--- src/rtl/bsg_encode_serial.sv ---
// Serializing binary encoder: streams the index of each set bit of an accepted
// vector, one per handshake, in lsb-first or msb-first priority order.
module bsg_encode_serial #(
  parameter int width_p     = 16,
  parameter bit lsb_first_p = 1'b1,
  localparam int lg_width_lp = $clog2(width_p)
) (
  input  logic                   clk_i,
  input  logic                   reset_n_i,
  input  logic                   v_i,
  input  logic [width_p-1:0]     data_i,
  output logic                   ready_o,
  output logic                   v_o,
  output logic [lg_width_lp-1:0] addr_o,
  output logic                   last_o,
  input  logic                   yumi_i
);

  logic [width_p-1:0] pending_r;
  logic [width_p-1:0] clr_mask;
  logic               found;
  int                 idx;

  // Priority search; the first hit in scan order wins.
  always_comb begin
    addr_o = '0;
    found  = 1'b0;
    idx    = 0;
    for (int i = 0; i < width_p; i++) begin
      idx = lsb_first_p ? i : (width_p - 1 - i);
      if (!found && pending_r[idx]) begin
        addr_o = lg_width_lp'(idx);
        found  = 1'b1;
      end
    end
  end

  assign v_o      = |pending_r;
  assign last_o   = v_o && ((pending_r & (pending_r - 1'b1)) == '0);
  // Taking the final index frees the slot in the same cycle: no bubble.
  assign ready_o  = reset_n_i && (!v_o || (last_o && yumi_i));
  assign clr_mask = {{(width_p-1){1'b0}}, 1'b1} << addr_o;

  always_ff @(posedge clk_i or negedge reset_n_i) begin
    if (!reset_n_i) begin
      pending_r <= '0;
    end else if (v_i && ready_o) begin
      pending_r <= data_i;
    end else if (v_o && yumi_i) begin
      pending_r <= pending_r & ~clr_mask;
    end
  end

  yumi_needs_valid: assert property (@(posedge clk_i) disable iff (!reset_n_i)
    yumi_i |-> v_o);

endmodule

--- config.mk ---
export PLATFORM = sky130hd
export DESIGN_NAME = bsg_encode_serial
export DESIGN_NICKNAME = d
export VERILOG_FILES = /design/src/rtl/bsg_encode_serial.sv
export SDC_FILE = /design/constraint.sdc
export NUM_CORES = 1
export LEC_CHECK = 0
export CORE_MARGIN = 1.5
export CORE_UTILIZATION = 50
export CTS_CLUSTER_SIZE = 30
export DETAILED_ROUTE_END_ITERATION = 10
export GPL_ROUTABILITY_DRIVEN = 1
export PLACE_DENSITY = 0.79
export SLEW_MARGIN = 25
export SYNTH_ARGS = -nofsm -noshare
export SYNTH_HDL_FRONTEND = slang
export SYNTH_SLANG_ARGS = --single-unit
--- constraint.sdc ---
create_clock -name clk_i -period 3.3 [get_ports clk_i]
set_input_delay 0.495 -clock clk_i [delete_from_list [all_inputs] [get_ports clk_i]]
set_output_delay 0.495 -clock clk_i [all_outputs]
set_load 0.01 [all_outputs]
==> flow_summary.toml <==
[global_route]
global_route_wire_length_before_repair_microns = 5510
grt_max_degree = 19
globalRouteTotalUtil_pct = 28.2
initial_antenna_violation_count = 0
first_global_vias = 1227
grt_remaining_overflow = 0

[timing]
timing.final.setup_violations = 0
slew-limit-headroom_pct = 78.9
worstMarginPinSlew_ns = 0.313
timing_max_transition_violations_final = 0
fin_hold_ws_ns = 0.550
setup_total_negative_slack_ns = 0
final.setup_skew_ns = 0.00609
final.min_clock_period_ns = 3.21
fin_crit_sh_pct = 97.3
maxClockFrequency_ghz = 0.311
rsz_0062_raised_after_global_routing = "false"
finalHoldViolations = 0

[pwr]
p_per_area_mw_per_mm2 = 1180
internal_power_mw = 0.990
p_sw_mw = 0.901
pwr-share-comb_pct = 72.3
power.share.clock_pct = 7.4
switching_share_pct = 47.6
ir_worst_vdd_mv = 0.843
power_frac_seq_pct = 20.3
cellLeakagePower_nw = 0.707

[final_layout]
fillerInstances = 187
layout-area-overhead-vs-synth_pct = 34.2
nets = 193
multi_input_logic_area_sq_um = 742
proportion_of_layout_cells_with_a_drive_suffix_above_1_pct = 19.8
largest_register_ff_count = 16
layout_top_registers = "pending_r: 16 flops"
antenna-diode-count = 0
finalInstanceArea_sq_mm = 0.00161
ff_latch_area_sq_um = 403
instances_no_fill = 200
top_register = "pending_r"

[cts]
clkLatencyLatePin_ns = 0.30
clk_transition_reported_paths_ns = 0.11
cts_hold_buffers = 0
tritoncts_num_sinks = 16
tritoncts = "done"
htreeDepth = 1
ctsLongestPathBuffers = 2
tritoncts.num_buffers = 3
cts-root-buf = "sky130_fd_sc_hd__clkbuf_4"

[flow_run]
maxCapViolCount = 0

[detailed_routing]
firstDrtPassIters = 4
detail_route.wl_per_cell_microns = 16.7
postRouteWirelength_microns = 3350
routed_via_density = 6.27
vias = 1254
route.detailed.drc = 0
route.antenna.remaining_nets = 0
dr.first_iter.drc_count = 60

[synth]
sequential_cell_area_fraction_in_the_yosys_report_pct = 33.5
synth_enable_flop_cells = 0
avgSynthCellArea_sq_um = 8.99
synth.cell_area_sq_mm = 0.00120
syn-instance-count = 133
asyncSetResetFlopFracSynth_pct = 100
ys_dominant_reg_cell = "sky130_fd_sc_hd__dfrtp_1"
synth-warning-count = 0
synth.net_count = 153
count_of_different_cell_masters_after_synthesis = 43
yosys_register_bits = 16

[floorplan]
initial_cell_density_of_the_core_pct = 53.6
fp.dieArea_sq_mm = 0.00269
floorplan.die.height_microns = 51.9
core_region_area_sq_mm = 0.00223
ioPinCount = 27
rows = 17
die-width_microns = 51.9

[critical_path]
worstReg2RegStart = "pending_r[2]"
crit_path_start_kind = "flop"
setup.worst_path.end_class = "output port"
critPathRequiredTime_ns = 2.80
arrival_time_at_the_worst_endpoint_ns = 2.72
timing.critical_path.from = "pending_r[7]"
timing.critical_path.fanout_max = 6
kind_of_critical_path = "reg2out"

[place]
io_buffers = 26
dp.cells = 189
postPlaceCellArea_sq_mm = 0.00151
globalplace.congestion = 0.928
detailed_place_hpwl_microns = 2360

[outcome]
outcome = "complete, no violations"

[worst_hold_path]
hold_path.class = "in2async"
## path summary, 6_finish.rpt
check                      slack (ns)             to  cells after the start
max                              0.09      addr_o[1]                      5
min                              0.55   pending_r[7]                      2
max reg2reg                      0.78   pending_r[9]                      8
min reg2reg                      0.59  pending_r[14]                      1
max in group asynchronous        2.53   pending_r[1]                      2
min in group clk_i               0.59  pending_r[14]                      1
## routing by layer
metal,global-route usage [%],vias up,wire [microns]
li1,-,587,-
met1,33.9,593,1390
met2,45.8,65,1610
met3,4.89,9,248
met4,18.9,0,102
met5,0,-,0
## area by class of cell
| class | instances | area share, % |
|---|---|---|
| Multi-Input combinational cell | 104 | 46.2 |
| Sequential cell | 16 | 25.1 |
| Timing Repair Buffer | 39 | 22.1 |
| Clock buffer | 4 | 2.26 |
| Tap cell | 28 | 2.18 |
| Inverter | 9 | 2.10 |
## kinds of logic (layout without fill, tap and decap cells)
family / after synthesis / in the layout / synth area share [%]
simple gates: 55 / 55 / 28.0
compound gates: 48 / 48 / 32.7
flops: 16 / 16 / 33.5
buf+inv: 13 / 52 / 5.02
xor+xnor: 1 / 1 / 0.732
## power groups by stage
| stage | registers (mW) | clock network [mW] | logic [mW] |
|---|---|---|---|
| after CTS | 0.378 | 0.141 | 1.34 |
| after floorplan | 0.369 | 0 | 0.887 |
| after global routing | 0.395 | 0.149 | 1.47 |
| after global placement | 0.398 | 0 | 1.23 |
| after detailed placement | 0.403 | 0 | 1.25 |
| final | 0.384 | 0.140 | 1.37 |
## critical path: stages (launching register included)
cell,delay [ns]
sky130_fd_sc_hd__dfrtp_1,0.40
sky130_fd_sc_hd__or4_4,0.58
sky130_fd_sc_hd__or3_4,0.44
sky130_fd_sc_hd__o32a_4,0.37
sky130_fd_sc_hd__nand2_1,0.09
sky130_fd_sc_hd__clkdlybuf4s50_1,0.53
## synth_stat cells (all sizes together), types with 2 or more instances
cell type / instances / share of area, %
a21o: 2 / 1.9
a21oi: 9 / 3.8
a22o: 13 / 9.5
a31oi: 2 / 1.0
and2: 2 / 1.0
buf: 4 / 2.2
dfrtp: 16 / 33
inv: 9 / 2.8
nand2: 4 / 1.3
nand3: 7 / 2.9
nand3b: 4 / 2.5
nand4: 3 / 1.6
nor2: 15 / 4.7
nor3: 4 / 3.0
o21ai: 9 / 5.0
o31ai: 4 / 2.5
or2: 2 / 1.0
or3: 5 / 3.0
or4: 6 / 4.1
## cells in the final DEF, fill, tap and decap left out, drive strengths merged
cell type / netlist / routed
o2bb2ai: 1 / 1
a21o: 2 / 2
nor2: 15 / 15
or2: 2 / 2
clkdlybuf4s50: 0 / 24
nand3: 7 / 7
or4: 6 / 6
and2: 2 / 2
dlygate4sd2: 0 / 2
xnor2: 1 / 1
nor3: 4 / 4
nor4: 1 / 1
o211a: 1 / 1
nand2b: 1 / 1
o31ai: 4 / 4
o32ai: 1 / 1
nor2b: 1 / 1
nand3b: 4 / 4
nand4: 3 / 3
o21ai: 9 / 9
nand2: 4 / 4
dfrtp: 16 / 16
o31a: 1 / 1
clkbuf: 0 / 4
a21oi: 9 / 9
o32a: 1 / 1
o2111a: 1 / 1
inv: 9 / 9
a211o: 1 / 1
a22o: 13 / 13
or3: 5 / 5
o211ai: 1 / 1
a21boi: 1 / 1
buf: 4 / 13
a31oi: 2 / 2
## stage by stage
stage / setup slack [ns] / power, mW / utilization, %
after global routing: 0.0139 / 2.02 / 71.9
after floorplan: 0.614 / 1.26 / -
final: 0.0893 / 1.89 / 71.9
after global placement: 0.232 / 1.63 / 67.6
after detailed placement: 0.139 / 1.65 / 67.6
after CTS: 0.0582 / 1.85 / 71.8
## repair_timing
action,4_1_cts,5_1_grt
setup endpoints to repair,3,1
resized for setup,5,2
pin swaps,1,0
buffers inserted,7,0
(Power assumes the default switching activity.)
